## src/rtl/branch_predictor_if.sv

```systemverilog
// branch_predictor_if: fetch-stage lookup and memory-stage training signals
// shared between the pipeline (master) and the predictor (slave).
interface branch_predictor_if #(
    parameter int HIST_W = 6
);
    logic [31:0]       PCF;
    logic              PredTakenF;
    logic [31:0]       PredTargetF;
    logic [HIST_W-1:0] GhrF;
    logic              UpdateEnM;
    logic              IsJumpM;
    logic [31:0]       UpdatePCM;
    logic              TakenM;
    logic [31:0]       TargetM;
    logic              PredTakenM;
    logic [31:0]       PredTargetM;
    logic [HIST_W-1:0] GhrM;
    logic              MispredictM;
    logic [31:0]       RedirectPCM;
    logic [31:0]       PerfBranches;
    logic [31:0]       PerfMispredicts;

    modport master (
        output PCF, UpdateEnM, IsJumpM, UpdatePCM, TakenM, TargetM, PredTakenM, PredTargetM, GhrM,
        input  PredTakenF, PredTargetF, GhrF, MispredictM, RedirectPCM, PerfBranches, PerfMispredicts
    );

    modport slave (
        input  PCF, UpdateEnM, IsJumpM, UpdatePCM, TakenM, TargetM, PredTakenM, PredTargetM, GhrM,
        output PredTakenF, PredTargetF, GhrF, MispredictM, RedirectPCM, PerfBranches, PerfMispredicts
    );
endinterface

```

## src/rtl/branch_predictor.sv

```systemverilog
// branch_predictor: BTB plus 2-bit PHT with bimodal or gshare indexing; zero-latency
// fetch lookup, memory-stage training, mispredict detection and perf counters.
module branch_predictor #(
    parameter int ENTRIES = 64,
    parameter int TAG_W   = 8,
    parameter int MODE    = 0,
    parameter int HIST_W  = $clog2(ENTRIES)
) (
    input logic               CLK,
    input logic               RESETn,
    branch_predictor_if.slave bp
);
    localparam int IDX_W = $clog2(ENTRIES);

    logic [ENTRIES-1:0] valid_q, valid_d;
    logic [1:0]         pht_q [ENTRIES];
    logic [HIST_W-1:0]  ghr_q, ghr_d;
    logic [31:0]        br_q, br_d, mp_q, mp_d;
    logic [TAG_W-1:0]   tag_q [ENTRIES];
    logic [31:0]        target_q [ENTRIES];
    logic               jump_q [ENTRIES];
    logic [IDX_W-1:0]   bidx_f, bidx_m, pidx_m;
    logic [1:0]         pht_m, pht_d;
    logic               hit_f, upd_cond, upd_btb, unused_ok;

    function automatic logic [IDX_W-1:0] pidx(input logic [31:0] pc, input logic [HIST_W-1:0] h);
        return MODE == 1 ? pc[IDX_W+1:2] ^ IDX_W'(h) : pc[IDX_W+1:2];
    endfunction

    assign bidx_f         = bp.PCF[IDX_W+1:2];
    assign hit_f          = valid_q[bidx_f] && tag_q[bidx_f] == bp.PCF[IDX_W+2 +: TAG_W];
    assign bp.PredTakenF  = hit_f && (jump_q[bidx_f] || pht_q[pidx(bp.PCF, ghr_q)][1]);
    assign bp.PredTargetF = bp.PredTakenF ? target_q[bidx_f] : bp.PCF + 32'd4;
    assign bp.GhrF        = ghr_q;

    assign bp.MispredictM = bp.UpdateEnM &&
                            (bp.PredTakenM != bp.TakenM || (bp.TakenM && bp.PredTargetM != bp.TargetM));
    assign bp.RedirectPCM     = bp.TakenM ? bp.TargetM : bp.UpdatePCM + 32'd4;
    assign bp.PerfBranches    = br_q;
    assign bp.PerfMispredicts = mp_q;

    // Training uses the history captured at lookup (GhrM), not the live GHR.
    assign bidx_m   = bp.UpdatePCM[IDX_W+1:2];
    assign pidx_m   = pidx(bp.UpdatePCM, bp.GhrM);
    assign upd_cond = bp.UpdateEnM && !bp.IsJumpM;
    assign upd_btb  = bp.UpdateEnM && bp.TakenM;
    assign pht_m    = pht_q[pidx_m];
    assign unused_ok = ^{bp.PCF, bp.UpdatePCM, bp.GhrM};

    always_comb begin
        valid_d = valid_q;
        if (upd_btb) valid_d[bidx_m] = 1'b1;
        pht_d = !upd_cond ? pht_m
              : bp.TakenM ? (&pht_m ? pht_m : pht_m + 2'd1)
              : (|pht_m ? pht_m - 2'd1 : pht_m);
        ghr_d = upd_cond ? HIST_W'({ghr_q, bp.TakenM}) : ghr_q;
        br_d  = br_q + 32'(bp.UpdateEnM);
        mp_d  = mp_q + 32'(bp.MispredictM);
    end

    always_ff @(posedge CLK or negedge RESETn) begin
        if (!RESETn) begin
            valid_q <= '0;
            for (int i = 0; i < ENTRIES; i++) pht_q[i] <= 2'b01;
            ghr_q <= '0;
            br_q  <= '0;
            mp_q  <= '0;
        end else begin
            valid_q       <= valid_d;
            pht_q[pidx_m] <= pht_d;
            ghr_q         <= ghr_d;
            br_q          <= br_d;
            mp_q          <= mp_d;
        end
    end

    // Payload arrays are qualified by valid, so they carry no reset.
    always_ff @(posedge CLK) begin
        if (upd_btb) begin
            tag_q[bidx_m]    <= bp.UpdatePCM[IDX_W+2 +: TAG_W];
            target_q[bidx_m] <= bp.TargetM;
            jump_q[bidx_m]   <= bp.IsJumpM;
        end
    end
endmodule

```

## src/flat_wrapper.sv

```systemverilog
// flat-port wrapper written by rule: the top's interface ports become plain ports
module branch_predictor_flat 
#(
    parameter int ENTRIES = 64,
    parameter int TAG_W   = 8,
    parameter int MODE    = 0,
    parameter int HIST_W  = $clog2(ENTRIES)
)
  (CLK, RESETn, bp_PCF, bp_UpdateEnM, bp_IsJumpM, bp_UpdatePCM, bp_TakenM, bp_TargetM, bp_PredTakenM, bp_PredTargetM, bp_GhrM, bp_PredTakenF, bp_PredTargetF, bp_GhrF, bp_MispredictM, bp_RedirectPCM, bp_PerfBranches, bp_PerfMispredicts);
  branch_predictor_if #(.HIST_W(HIST_W)) bp_i ();
  input logic CLK;
  input logic RESETn;
  input wire logic [$bits(bp_i.PCF)-1:0] bp_PCF;
  input wire logic [$bits(bp_i.UpdateEnM)-1:0] bp_UpdateEnM;
  input wire logic [$bits(bp_i.IsJumpM)-1:0] bp_IsJumpM;
  input wire logic [$bits(bp_i.UpdatePCM)-1:0] bp_UpdatePCM;
  input wire logic [$bits(bp_i.TakenM)-1:0] bp_TakenM;
  input wire logic [$bits(bp_i.TargetM)-1:0] bp_TargetM;
  input wire logic [$bits(bp_i.PredTakenM)-1:0] bp_PredTakenM;
  input wire logic [$bits(bp_i.PredTargetM)-1:0] bp_PredTargetM;
  input wire logic [$bits(bp_i.GhrM)-1:0] bp_GhrM;
  output wire logic [$bits(bp_i.PredTakenF)-1:0] bp_PredTakenF;
  output wire logic [$bits(bp_i.PredTargetF)-1:0] bp_PredTargetF;
  output wire logic [$bits(bp_i.GhrF)-1:0] bp_GhrF;
  output wire logic [$bits(bp_i.MispredictM)-1:0] bp_MispredictM;
  output wire logic [$bits(bp_i.RedirectPCM)-1:0] bp_RedirectPCM;
  output wire logic [$bits(bp_i.PerfBranches)-1:0] bp_PerfBranches;
  output wire logic [$bits(bp_i.PerfMispredicts)-1:0] bp_PerfMispredicts;
  assign bp_i.PCF = bp_PCF;
  assign bp_i.UpdateEnM = bp_UpdateEnM;
  assign bp_i.IsJumpM = bp_IsJumpM;
  assign bp_i.UpdatePCM = bp_UpdatePCM;
  assign bp_i.TakenM = bp_TakenM;
  assign bp_i.TargetM = bp_TargetM;
  assign bp_i.PredTakenM = bp_PredTakenM;
  assign bp_i.PredTargetM = bp_PredTargetM;
  assign bp_i.GhrM = bp_GhrM;
  assign bp_PredTakenF = bp_i.PredTakenF;
  assign bp_PredTargetF = bp_i.PredTargetF;
  assign bp_GhrF = bp_i.GhrF;
  assign bp_MispredictM = bp_i.MispredictM;
  assign bp_RedirectPCM = bp_i.RedirectPCM;
  assign bp_PerfBranches = bp_i.PerfBranches;
  assign bp_PerfMispredicts = bp_i.PerfMispredicts;
  branch_predictor #(.ENTRIES(ENTRIES), .TAG_W(TAG_W), .MODE(MODE), .HIST_W(HIST_W)) u_core (.CLK(CLK), .RESETn(RESETn), .bp(bp_i));
endmodule
```

## config.mk

```make
export PLATFORM = sky130hd
export DESIGN_NAME = branch_predictor_flat
export DESIGN_NICKNAME = d
export VERILOG_FILES = /design/src/rtl/branch_predictor_if.sv /design/src/rtl/branch_predictor.sv /design/src/flat_wrapper.sv
export SDC_FILE = /design/constraint.sdc
export NUM_CORES = 2
export LEC_CHECK = 0
export CAP_MARGIN = 20
export CORE_MARGIN = 2
export CORE_UTILIZATION = 25
export CTS_CLUSTER_SIZE = 24
export DETAILED_ROUTE_END_ITERATION = 7
export GPL_ROUTABILITY_DRIVEN = 0
export GPL_TIMING_DRIVEN = 0
export PLACE_DENSITY_LB_ADDON = 0.12
export RECOVER_POWER = 25
export SLEW_MARGIN = 0
export SYNTH_ARGS = -nofsm -noshare
export SYNTH_HDL_FRONTEND = slang
export SYNTH_SLANG_ARGS = --single-unit
```

## constraint.sdc

```tcl
create_clock -name CLK -period 13.6 [get_ports CLK]
set_input_delay 2.72 -clock CLK [delete_from_list [all_inputs] [get_ports CLK]]
set_output_delay 2.72 -clock CLK [all_outputs]
set_load 0.05 [all_outputs]
```

==> impl_metrics.json <==
{
  "status": "finished with violations",
  "violations": "max-capacitance violations, max-slew violations",
  "design_area_um2": 138000,
  "clock_latency_ns": 0.94,
  "endpoint": "bp_PredTargetF[2]",
  "syn-mean-instance-area_um2": 21.0,
  "p_int_mw": 15.4,
  "rr_worst_depth": 9,
  "final_common_cell": "edfxtp_1",
  "worst-slew-pin-transition_ns": 6.04,
  "grt_pass1_wl_mm": 560,
  "clkTransAtPathRegs_ns": 0.06,
  "maxCapViolations": 27,
  "root_buffer": "clkbuf_16",
  "crit_fanout": 10,
  "power.leakage_nw": 43.4,
  "syn_inst": 5391,
  "fin_hold_ws_ns": 0.461,
  "htree_levels": 5,
  "io_pins": 276,
  "die_h_um": 677,
  "drive_gt1_share_pct": 28.6,
  "synth_warnings": 0,
  "start_util_pct": 25.1,
  "grt_pass1_vias": 61300,
  "tns_ns": 0,
  "power_frac_seq_pct": 49.3,
  "critPathLaunchType": "primary input",
  "first_iter_violations": 6324,
  "placed_area_um2": 128000,
  "wl_mm": 419,
  "final_cell_mix": "edfxtp_1 (2624), mux4_2 (766), clkbuf_16 (344), clkbuf_1 (232), clkdlybuf4s50_1 (221)",
  "cts.sinks": 2886,
  "timing.rr.end": "u_core.pht_q[97]",
  "fmax_mhz": 77.0,
  "slowest_stage": "clkdlybuf4s50_1",
  "die-width_um": 677,
  "cp.required_ns": 10.88,
  "period_minus_slack_ns": 12.99,
  "drt_pre_antenna_iters": 5,
  "crit_path_end_kind": "primary output",
  "path_common_cell": "buf_6",
  "synthDistinctLibCells": 75,
  "clock_path_buffers": 4,
  "drc": 0,
  "nets": 6339,
  "synth_area_um2": 113000,
  "pwr-share-clk_pct": 43.3,
  "post_cts_buffers": 0,
  "crit_arrival_ns": 10.27,
  "power.total_mw": 20.3,
  "path_class": "in2out",
  "final_cells": 12400,
  "rrSetupSlack_ns": 9.92,
  "cts_buffers": 335,
  "overflow": 0,
  "relSlewSlack_pct": -302,
  "critPathTopFamily": "buffers and inverters",
  "preCtsSetupSlack_ns": 0.421,
  "crit_path_cell_trace": "clkdlybuf4s50_1 > buf_6 > buf_6 > buf_4 > buf_6 > buf_2 > buf_2 > nor2_1 > o311ai_0 > a41oi_1 > a32oi_1 > nand4_1 > nor4_4 > buf_6 > buf_6 > mux2i_1 > clkdlybuf4s50_1",
  "p_per_area_nw_per_um2": 147,
  "track_usage_pct": 17.9,
  "seq_area_frac_synth_pct": 75.4,
  "area_delta_synth_final_pct": 21.7,
  "cts_resized": 0,
  "dieArea_um2": 458000,
  "layout_setup_ws_ns": 0.608,
  "combinationalPowerShare_pct": 7.5,
  "hold_violations": 0,
  "rsz0062_at_grt": "no",
  "swShare_pct": 23.9,
  "startpoint": "bp_PCF[3]",
  "setup_viol": 0,
  "fin_crit_sh_pct": 95.5,
  "timing.rr.start": "u_core.pht_q[57]",
  "synthFlopType": "edfxtp_1",
  "grt_max_degree": 115,
  "fin_skew_ns": 0.0205,
  "ys_ff_latch": 2886,
  "viasPerCell": 4.75,
  "final_core_util_pct": 30.5,
  "vias": 59200,
  "wl_per_cell_um": 33.6,
  "path_depth": 17,
  "core_um2": 452000,
  "cts-hold-fix-buffers": 0,
  "max_stage_delay_ns": 0.96,
  "cts_tree": "yes",
  "async_reset_ff_share_pct": 9.08,
  "switchingPower_mw": 4.85,
  "final_antenna_net_count": 0,
  "antenna_found_initial": 28,
  "row_count": 247,
  "port_buffers": 263,
  "hold_class": "reg2reg",
  "dp_cells": 11800,
  "vdd_drop_max_uv": 109,
  "finalMaxSlewViolations": 1267,
  "syn_nets": 5537,
  "dp_hpwl_mm": 297,
  "crit_buf_inv": 10,
  "synth_edf_count": 2624
}
## Yosys cell counts (all sizes together) (53+ instances only)
master / instances / area [µm²]
buf: 186 / 1060
xor2: 68 / 596
o21ai: 135 / 676
a22oi: 70 / 526
dfstp: 64 / 1680
nand3: 72 / 360
mux2: 53 / 702
edfxtp: 2624 / 78800
mux2i: 68 / 681
xnor2: 93 / 815
or2: 60 / 375
a21oi: 93 / 465
nand2: 214 / 803
dfrtp: 198 / 4950
mux4: 766 / 17300
nor2: 216 / 811
clkbuf: 91 / 342
## worst reg2reg max path, cell delays in order, from the launching register on
cell and delay [ns]:
dfrtp_1 0.43, a22o_1 0.22, a221oi_1 0.25, a31oi_1 0.19, nor4_1 0.36, and3_1 0.32, a21oi_1 0.07, o21ai_1 0.86
clkbuf_1 0.65, a21oi_1 0.17
## registers in the layout (all words and copies together), names as in the netlist
name,count
u_core.jump_q,64
u_core.valid_q,64
u_core.bp.GhrF,6
u_core.bp.PerfBranches,32
u_core.pht_q,128
u_core.target_q,2048
u_core.bp.PerfMispredicts,32
u_core.tag_q,512
## how the worst min path moves through the flow
stage | cells after the start | endpoint | slack (ns) | startpoint
floorplan | 2 | u_core.valid_q[16] | 0.42 | u_core.valid_q[16]
global placement | 2 | u_core.valid_q[48] | 0.44 | u_core.valid_q[48]
detailed placement | 1 | u_core.valid_q[3] | 0.45 | u_core.valid_q[3]
CTS | 1 | u_core.valid_q[3] | 0.46 | u_core.valid_q[3]
global route | 1 | u_core.valid_q[57] | 0.48 | u_core.valid_q[57]
finish | 1 | u_core.valid_q[57] | 0.46 | u_core.valid_q[57]
## metal layers
| layer | track usage, % | vias to the layer above | part of all wire (%) |
|---|---|---|---|
| li1 | - | 24000 | - |
| met1 | 24.6 | 32800 | 44 |
| met2 | 30.1 | 1860 | 49 |
| met3 | 2.50 | 496 | 5.0 |
| met4 | 4.04 | 0 | 2.3 |
| met5 | 0 | - | 0 |
## layout make-up
| class | instances | area, µm² |
|---|---|---|
| diodes | 10 | 25.0 |
| inverters | 22 | 82.6 |
| flip-flops and latches | 2886 | 85400 |
| repair buffers | 465 | 6090 |
| clock inverters | 156 | 1380 |
| plain buffers | 277 | 1410 |
| multi-input cells | 2206 | 26800 |
| clock buffers | 447 | 9080 |
| well taps | 5976 | 7480 |
| fillers | 43900 | 314000 |
## cells by family (layout without fill, tap and decap cells)
family | Yosys count | count (layout) | synth area share (%)
AOI/OAI and AO/OA | 444 | 444 | 2.52
xor gates and xnor gates | 161 | 161 | 1.25
adders and majority gates | 6 | 6 | 0.0663
buffers and inverters | 299 | 1367 | 1.31
DFF | 2886 | 2886 | 75.4
muxes | 887 | 887 | 16.5
other | 0 | 10 | 0
and+or+nand+nor | 708 | 708 | 2.96
## power groups by stage
stage	clock network [mW]	registers, mW	logic, mW
floorplan	0	10.2	0.692
global route	9.32	10.0	1.61
global placement	0	10.2	1.51
detailed placement	0	10.2	1.57
CTS	9.01	9.98	1.57
finish	8.77	9.99	1.52
Note: power is estimated with default switching activity, not from simulation.
